[config.mk]
export PLATFORM = sky130hd
export DESIGN_NAME = uart_frame_sched
export DESIGN_NICKNAME = d
export VERILOG_FILES = /design/src/rtl/uart_frame_sched.sv
export SDC_FILE = /design/constraint.sdc
export NUM_CORES = 1
export LEC_CHECK = 0
export ABC_AREA = 1
export CORE_ASPECT_RATIO = 0.75
export CORE_UTILIZATION = 40
export DETAILED_ROUTE_END_ITERATION = 10
export HOLD_SLACK_MARGIN = 0.03
export REMOVE_ABC_BUFFERS = 1
export SLEW_MARGIN = 10
export SYNTH_ARGS = -nofsm -noshare
export SYNTH_HDL_FRONTEND = slang
export SYNTH_SLANG_ARGS = --single-unit
[constraint.sdc]
create_clock -name sys_clk -period 5.4 [get_ports sys_clk]
set_input_delay 1.08 -clock sys_clk [delete_from_list [all_inputs] [get_ports sys_clk]]
set_output_delay 1.08 -clock sys_clk [all_outputs]
set_load 0.005 [all_outputs]
[src/rtl/uart_frame_sched.sv]
// Two-channel round-robin frame scheduler in front of a byte-wide UART driver.
// Each granted packet goes out as HDR, ID, LEN, payload, CSUM (ID+LEN+payload mod 256).
module uart_frame_sched #(
  parameter logic [7:0] HDR_BYTE = 8'hA5
) (
  input  logic       sys_clk,
  input  logic       sys_rst,
  input  logic       ch0_req,
  input  logic [7:0] ch0_len,
  input  logic [7:0] ch0_data,
  output logic       ch0_rd,
  output logic       ch0_done,
  input  logic       ch1_req,
  input  logic [7:0] ch1_len,
  input  logic [7:0] ch1_data,
  output logic       ch1_rd,
  output logic       ch1_done,
  output logic [7:0] uart_tx_data,
  output logic       uart_tx_en,
  input  logic       uart_tx_done,
  output logic       busy,
  output logic       active_ch
);

  typedef enum logic [2:0] {
    S_IDLE  = 3'd0,
    S_SEND  = 3'd1,
    S_WAIT  = 3'd2,
    S_FETCH = 3'd3,
    S_LOAD  = 3'd4
  } state_t;

  typedef enum logic [2:0] {
    B_HDR  = 3'd0,
    B_ID   = 3'd1,
    B_LEN  = 3'd2,
    B_PAY  = 3'd3,
    B_CSUM = 3'd4
  } byte_t;

  state_t     r_state;
  state_t     w_state;
  byte_t      r_last;
  byte_t      w_last;
  logic       r_last_grant;
  logic       w_last_grant;
  logic       r_active;
  logic       w_active;
  logic [7:0] r_rem;
  logic [7:0] w_rem;
  logic [7:0] r_csum;
  logic [7:0] w_csum;
  logic [7:0] r_tx_data;
  logic [7:0] w_tx_data;
  logic       r_tx_en;
  logic       r_rd0;
  logic       r_rd1;
  logic       r_done0;
  logic       r_done1;
  logic       r_busy;
  logic       w_grant_ch;
  logic       w_frame_end;
  logic       w_can_grant;
  logic [7:0] w_pay;
  logic [7:0] w_id;

  function automatic logic [7:0] csum_add(input logic [7:0] acc, input logic [7:0] val);
    return acc + val;
  endfunction

  assign w_pay = r_active ? ch1_data : ch0_data;
  assign w_id  = {7'd0, r_active};
  // A source still sees its own req high during its done pulse, so no grant is made in that cycle.
  assign w_can_grant = (ch0_req | ch1_req) & ~(r_done0 | r_done1);

  // Next-state, datapath and byte sequencing.
  always_comb begin
    w_state      = r_state;
    w_last       = r_last;
    w_last_grant = r_last_grant;
    w_active     = r_active;
    w_rem        = r_rem;
    w_csum       = r_csum;
    w_tx_data    = r_tx_data;
    w_grant_ch   = 1'b0;
    w_frame_end  = 1'b0;
    case (r_state)
      S_IDLE: begin
        if (w_can_grant) begin
          if (ch0_req && ch1_req) begin
            w_grant_ch = ~r_last_grant;
          end else begin
            w_grant_ch = ch1_req;
          end
          w_active     = w_grant_ch;
          w_last_grant = w_grant_ch;
          w_rem        = w_grant_ch ? ch1_len : ch0_len;
          w_csum       = 8'h00;
          w_tx_data    = HDR_BYTE;
          w_last       = B_HDR;
          w_state      = S_SEND;
        end else begin
          w_state = S_IDLE;
        end
      end
      S_SEND: begin
        w_state = S_WAIT;
      end
      S_WAIT: begin
        if (uart_tx_done) begin
          case (r_last)
            B_HDR: begin
              w_tx_data = w_id;
              w_csum    = csum_add(r_csum, w_id);
              w_last    = B_ID;
              w_state   = S_SEND;
            end
            B_ID: begin
              w_tx_data = r_rem;
              w_csum    = csum_add(r_csum, r_rem);
              w_last    = B_LEN;
              w_state   = S_SEND;
            end
            B_LEN, B_PAY: begin
              if (r_rem != 8'd0) begin
                w_state = S_FETCH;
              end else begin
                w_tx_data = r_csum;
                w_last    = B_CSUM;
                w_state   = S_SEND;
              end
            end
            B_CSUM: begin
              w_frame_end = 1'b1;
              w_state     = S_IDLE;
            end
            default: begin
              w_state = S_IDLE;
            end
          endcase
        end else begin
          w_state = S_WAIT;
        end
      end
      S_FETCH: begin
        w_state = S_LOAD;
      end
      S_LOAD: begin
        w_tx_data = w_pay;
        w_csum    = csum_add(r_csum, w_pay);
        w_rem     = r_rem - 8'd1;
        w_last    = B_PAY;
        w_state   = S_SEND;
      end
      default: begin
        w_state = S_IDLE;
      end
    endcase
  end

  // State, datapath and registered outputs; strobes are decoded from the next state.
  always_ff @(posedge sys_clk or posedge sys_rst) begin
    if (sys_rst) begin
      r_state      <= S_IDLE;
      r_last       <= B_HDR;
      r_last_grant <= 1'b1;
      r_active     <= 1'b0;
      r_rem        <= 8'h00;
      r_csum       <= 8'h00;
      r_tx_data    <= 8'h00;
      r_tx_en      <= 1'b0;
      r_rd0        <= 1'b0;
      r_rd1        <= 1'b0;
      r_done0      <= 1'b0;
      r_done1      <= 1'b0;
      r_busy       <= 1'b0;
    end else begin
      r_state      <= w_state;
      r_last       <= w_last;
      r_last_grant <= w_last_grant;
      r_active     <= w_active;
      r_rem        <= w_rem;
      r_csum       <= w_csum;
      r_tx_data    <= w_tx_data;
      r_tx_en      <= (w_state == S_SEND);
      r_rd0        <= (w_state == S_FETCH) & ~w_active;
      r_rd1        <= (w_state == S_FETCH) & w_active;
      r_done0      <= w_frame_end & ~r_active;
      r_done1      <= w_frame_end & r_active;
      r_busy       <= (w_state != S_IDLE);
    end
  end

  assign uart_tx_data = r_tx_data;
  assign uart_tx_en   = r_tx_en;
  assign ch0_rd       = r_rd0;
  assign ch1_rd       = r_rd1;
  assign ch0_done     = r_done0;
  assign ch1_done     = r_done1;
  assign busy         = r_busy;
  assign active_ch    = r_active;

endmodule

==> flow_summary.json, run 1 <==
{
  "worst_slew_pin_slew_ns": 0.616,
  "cp.arrival_ns": 3.27,
  "holdBufCountCts": 0,
  "remaining_drc_errors": 0,
  "path_cells": "clkdlybuf4s50_1 -> nor2_1 -> nor3_2 -> a21o_1 -> ha_1 -> inv_1 -> fa_1 -> o21ai_0 -> nand3_1 -> nand2_1 -> nand2_1 -> nand3_1 -> nand2_1",
  "cts-buffers-inserted": 5,
  "rows": 24,
  "crit_top_cell": "nand2_1",
  "clock-skew-final_ns": 0.0125,
  "hold_path_end": "r_last_grant",
  "startpoint_type": "input port",
  "max_freq_ghz": 0.325,
  "crit_path_max_fanout": 2,
  "cts_setup_buffers": 0,
  "setup_tns_ns": 0,
  "cts_max_path_buffers": 2,
  "rr_endpoint": "r_csum[6]",
  "synthesis.instances": 355,
  "clk_pin_slew_worst_paths_ns": 0.09,
  "finalHoldViolCount": 0,
  "stdcell_count": 486,
  "syn_avg_cell_area_um2": 7.29,
  "synth_top_area_cell": "dfrtp_1",
  "mostFrequentLayoutCells": "107 x nand2_1, 51 x clkdlybuf4s50_1, 37 x dfrtp_1",
  "cts_sinks": 38,
  "worst_path_largest_cell_delay_ns": 0.45,
  "cts_resized": 0,
  "synth_seq_cells": 38,
  "synth.distinct_cells": 38,
  "design.die.area_um2": 6800,
  "antenna_cells": 0,
  "slowest_stage": "clkdlybuf4s50_1",
  "grt_max_degree": 39,
  "ios": 52,
  "mostFrequentLayoutCell": "nand2_1",
  "rsz0062_at_grt": "no",
  "critPathBufInv": 2,
  "synthToLayoutAreaGrowth_pct": 27.2,
  "antenna_left": 0,
  "power_density_nw_per_um2": 506,
  "run_status": "complete, no violations",
  "drive_above_1_share": 0.145,
  "portBuffers": 51,
  "cts_tree": "yes",
  "wl_per_cell_um": 13.6,
  "synth_top_area_share": 0.358,
  "r2r_start": "r_state[1]",
  "p_leak_uw": 0.00161,
  "drt-initial-drc-count": 129,
  "cts-root-buf": "clkbuf_8",
  "post-dp-hpwl_um": 4850,
  "finalSetupViolations": 0,
  "min_from": "r_last_grant",
  "grt_first_pass_wirelength_um": 11400,
  "routed_wl_um": 6620,
  "gp_congestion": 0.862,
  "grt_overflow_total": 0,
  "finalCriticalPeriod_ns": 3.08,
  "die_w_um": 94.9,
  "grt_pass1_vias": 2327,
  "firstDrtPassIters": 5,
  "insertion_delay_ns": 0.29,
  "synth.yosys.seq_area_share": 0.368,
  "place_inst": 478,
  "hp-class": "reg2reg",
  "ys_warn_count": 0,
  "htree_levels": 2,
  "ff2ff_path_depth": 13,
  "slew-limit-headroom": 0.588,
  "whs_path_depth": 2,
  "synthTopCellsByArea": "dfrtp_1 36%, nand2_1 16%, nand3_1 5.2%",
  "crit_type": "in2reg",
  "nets": 454,
  "critPathRequiredTime_ns": 5.59,
  "synth_area_um2": 2590,
  "path_delay_family": "simple AND/OR/NAND/NOR gates",
  "grt_util_all_layers": 0.218,
  "endpoint_kind": "flop",
  "cap_violations": 0,
  "fin_crit_sh": 0.571,
  "antenna_found_initial": 0,
  "via_per_inst": 5.00,
  "vdd_drop_max_uv": 166,
  "chipHeight_um": 71.7,
  "rrSetupSlack_ns": 2.40,
  "slew_violations": 0,
  "core_area_um2": 6040,
  "start_util": 0.429,
  "dr_total_vias": 2428
}
sequential cells by signal, summed over array words and instances, names as in the netlist:
signal and count:
ch1_rd 1, r_state 3, ch0_done 1, active_ch 1, r_csum 8, uart_tx_data 8
ch0_rd 1, r_rem 8, uart_tx_en 1, r_last 3, busy 1, ch1_done 1
r_last_grant 1
routing by layer:
| layer | track usage | vias to the layer above | share of wire |
|---|---|---|---|
| li1 | - | 1254 | - |
| met1 | 0.336 | 1094 | 0.53 |
| met2 | 0.314 | 72 | 0.41 |
| met3 | 0.0435 | 8 | 0.048 |
| met4 | 0.0421 | 0 | 0.012 |
| met5 | 0 | - | 0 |
cell type report:
type | count | area (um2)
fill | 612 | 2750
multi-input combinational | 273 | 1440
sequential | 38 | 952
timing repair buffer | 52 | 518
inverter | 37 | 144
tap | 78 | 97.6
clock buffer | 5 | 68.8
clock inverter | 3 | 68.8
how the worst max path moves through the flow:
stage                      from         to  slack (ns)  depth (start not counted)
global route         r_state[1]  r_csum[6]        2.05                         13
global placement    ch1_data[0]  r_csum[6]        2.05                         13
floorplan           ch0_data[0]  r_csum[6]        2.73                         12
detailed placement  ch0_data[0]  r_csum[6]        2.03                         13
finish              ch0_data[0]  r_csum[6]        2.32                         13
CTS                 ch0_data[0]  r_csum[6]        2.34                         13
synth_stat cells:
| master | n |
|---|---|
| nand2_1 | 107 |
| nor3_2 | 1 |
| nor3_1 | 1 |
| buf_2 | 1 |
| inv_1 | 24 |
| a21oi_1 | 15 |
| nand4_1 | 3 |
| nor2_1 | 32 |
| dfstp_2 | 1 |
| o21ai_2 | 4 |
| a31oi_1 | 2 |
| clkinv_1 | 1 |
| buf_4 | 3 |
| xor2_1 | 4 |
| nor2_2 | 3 |
| a21boi_1 | 1 |
| nor4_1 | 2 |
| or2_2 | 9 |
| inv_2 | 10 |
| o21ai_0 | 18 |
| nand3b_1 | 1 |
| o31ai_2 | 2 |
| nand2_2 | 11 |
| buf_8 | 1 |
| dfrtp_1 | 37 |
| o211ai_1 | 9 |
| nor2_4 | 2 |
| o22ai_1 | 1 |
| inv_4 | 2 |
| nor3_4 | 1 |
| nand2_4 | 3 |
| clkbuf_1 | 2 |
| fa_1 | 1 |
| ha_1 | 9 |
| o21ai_1 | 2 |
| a21o_1 | 1 |
| nand3_1 | 27 |
| nand3_2 | 1 |
metrics by stage:
stage / area [um2] / utilization / hold slack [ns] / setup slack (ns) / power (uW)
2_1_floorplan: 2540 / - / 0.453 / 2.73 / 1080
3_3_place_gp: 3150 / 0.522 / 0.468 / 2.05 / 1360
3_5_place_dp: 3150 / 0.522 / 0.471 / 2.03 / 1370
4_1_cts: 3290 / 0.545 / 0.485 / 2.34 / 1670
5_1_grt: 3290 / 0.545 / 0.518 / 2.05 / 1810
6_report: 3290 / 0.545 / 0.481 / 2.32 / 1660
cell families (layout without fill, tap and decap cells):
family,after synthesis,count (layout),synth area share
xor+xnor,4,4,0.0135
buf+inv,44,97,0.0749
compound gates,55,55,0.130
simple gates,204,204,0.362
fa+ha+maj,10,10,0.0513
flops,38,38,0.368
worst register-to-register path: cells and delay by family, from the launching register on:
family,cells,cell delay [ns]
flops,1,0.47
compound gates,2,0.52
simple gates,8,1.04
buf+inv,2,0.45
fa+ha+maj,1,0.43
report_power, final:
group          internal (uW)  switching [uW]  leakage [uW]  total [uW]
Sequential               398             112      0.000486         511
Clock                    185             112     0.0000683         297
Combinational            324             533       0.00105         857
Total                    908             757       0.00161        1660
No activity file was read; power rests on OpenSTA's default activity.
==> run 2, diff against run 1 <==
Settings changed: PLACE_DENSITY set to 0.67.
Clock period 5.4 ns to 2.7 ns, I/O delays scaled along.
==> run 2 against run 1 <==
  * Die area stayed put
  * Combinational power is 110% higher
  * Clock-buffer cell count is 2 higher
  * Sequential share of layout area is 0.42 points lower
  * Critical endpoint unchanged
  * Largest cell class unchanged
  * Highest routed layer unchanged
==> flow_summary.json, run 2 (synthesized netlist as in run 1, its figures left out) <==
{
  "startpoint_type": "flop",
  "nets": 463,
  "drt-initial-drc-count": 203,
  "fin_crit_sh": 0.888,
  "mostFrequentLayoutCells": "107 x nand2_1, 51 x clkdlybuf4s50_1, 37 x dfrtp_1",
  "max_freq_ghz": 0.417,
  "cp.arrival_ns": 2.59,
  "chipHeight_um": 71.7,
  "cts_max_path_buffers": 2,
  "p_total_uw": 3330,
  "firstDrtPassIters": 4,
  "final_area_um2": 3340,
  "antenna_found_initial": 0,
  "cap_violations": 0,
  "gr-max-usage-layer": "met1",
  "cts-buffers-inserted": 5,
  "hp-class": "reg2reg",
  "slew-limit-headroom": 0.667,
  "antenna_left": 0,
  "mostFrequentLayoutCell": "nand2_1",
  "synthToLayoutAreaGrowth_pct": 29.1,
  "seq_area_um2": 952,
  "vdd_drop_max_uv": 392,
  "ios": 52,
  "grt_max_degree": 39,
  "start_util": 0.429,
  "antenna_cells": 0,
  "p_leak_uw": 0.00164,
  "critPathRequiredTime_ns": 2.89,
  "pre_cts_ws_ns": -0.0322,
  "insertion_delay_ns": 0.29,
  "place_area_um2": 3220,
  "setup_tns_ns": 0,
  "cts-root-buf": "clkbuf_8",
  "finalCriticalPeriod_ns": 2.40,
  "die_w_um": 94.9,
  "finalSetupViolations": 0,
  "met3_usage": 0.0361,
  "crit_path_max_fanout": 5,
  "finalHoldViolCount": 0,
  "gp_congestion": 0.911,
  "rows": 24,
  "clock-skew-final_ns": 0.00838,
  "run_status": "complete, no violations",
  "via_per_inst": 5.14,
  "holdBufCountCts": 0,
  "routed_wl_um": 6630,
  "wl_per_cell_um": 13.4,
  "design.die.area_um2": 6800,
  "power_density_nw_per_um2": 997,
  "remaining_drc_errors": 0,
  "dr_total_vias": 2544,
  "worst_slew_pin_slew_ns": 0.499,
  "cts_sinks": 38,
  "use_met2": 0.311,
  "cts_tree": "yes",
  "rsz0062_at_grt": "no",
  "use_met1": 0.316,
  "post-dp-hpwl_um": 5110,
  "cts_setup_buffers": 0,
  "portBuffers": 51,
  "whs_ns": 0.483,
  "clk_pin_slew_worst_paths_ns": 0.08,
  "endpoint_kind": "flop",
  "fillers": 588,
  "drive_above_1_share": 0.163,
  "grt_pass1_vias": 2282,
  "slew_violations": 0,
  "grt_overflow_total": 0,
  "grt_first_pass_wirelength_um": 11000,
  "multiInputGateArea_um2": 1440,
  "htree_levels": 2,
  "core_area_um2": 6040,
  "crit_type": "reg2reg",
  "setup_ws_ns": 0.302,
  "grt_util_all_layers": 0.210
}
run 2: stage by stage:
| step | std cells | utilization |
|---|---|---|
| 3_3_place_gp | 487 | 0.534 |
| 4_1_cts | 495 | 0.553 |
| 2_1_floorplan | 348 | - |
| 5_1_grt | 495 | 0.553 |
| 6_report | 495 | 0.553 |
| 3_5_place_dp | 487 | 0.534 |
run 2: report_power, final:
| group | internal [uW] | total (uW) | leakage, uW | switching [uW] |
|---|---|---|---|---|
| clock network | 301 | 514 | 0.0000585 | 212 |
| registers | 798 | 991 | 0.000486 | 193 |
| logic | 710 | 1830 | 0.00109 | 1120 |
| total | 1810 | 3330 | 0.00164 | 1520 |
run 2: critical path: stages (launching register included):
cell     delay, ns
dfrtp_1       0.47
nor2_1        0.20
nand2_2       0.15
nor3_2        0.17
a21o_1        0.11
ha_1          0.16
inv_1         0.06
fa_1          0.38
o21ai_1       0.22
nand3_1       0.14
nand2_1       0.09
nand2_1       0.05
nand3_1       0.06
nand2_1       0.05
run 2: repair_timing:
action                                  4_1_cts  5_1_grt
endpoints found under the hold margin         0        0
gates resized for setup                       0        2
endpoints found under the setup margin        0        1
run 2: final timing paths:
path                       cells past startpoint         start  slack (ns)               to
min reg2reg                                    2  r_last_grant        0.48     r_last_grant
max                                           13    r_state[1]        0.30        r_csum[6]
max in group asynchronous                      3       sys_rst        1.67     r_last_grant
min                                            2  r_last_grant        0.48     r_last_grant
min in group asynchronous                      3       sys_rst        0.67  uart_tx_data[5]
max reg2reg                                   13    r_state[1]        0.30        r_csum[6]
run 2: metal layers:
metal	up-vias	wire, um
met1	1199	3410
met4	0	74
met2	58	2830
li1	1278	-
met5	-	0
met3	9	315
run 2: cell type report:
class	count	area share
repair buffers	61	0.175
clock inverters	1	0.00899
multi-input cells	273	0.432
inverters	37	0.0431
clock buffers	7	0.0259
flip-flops and latches	38	0.285
well taps	78	0.0292
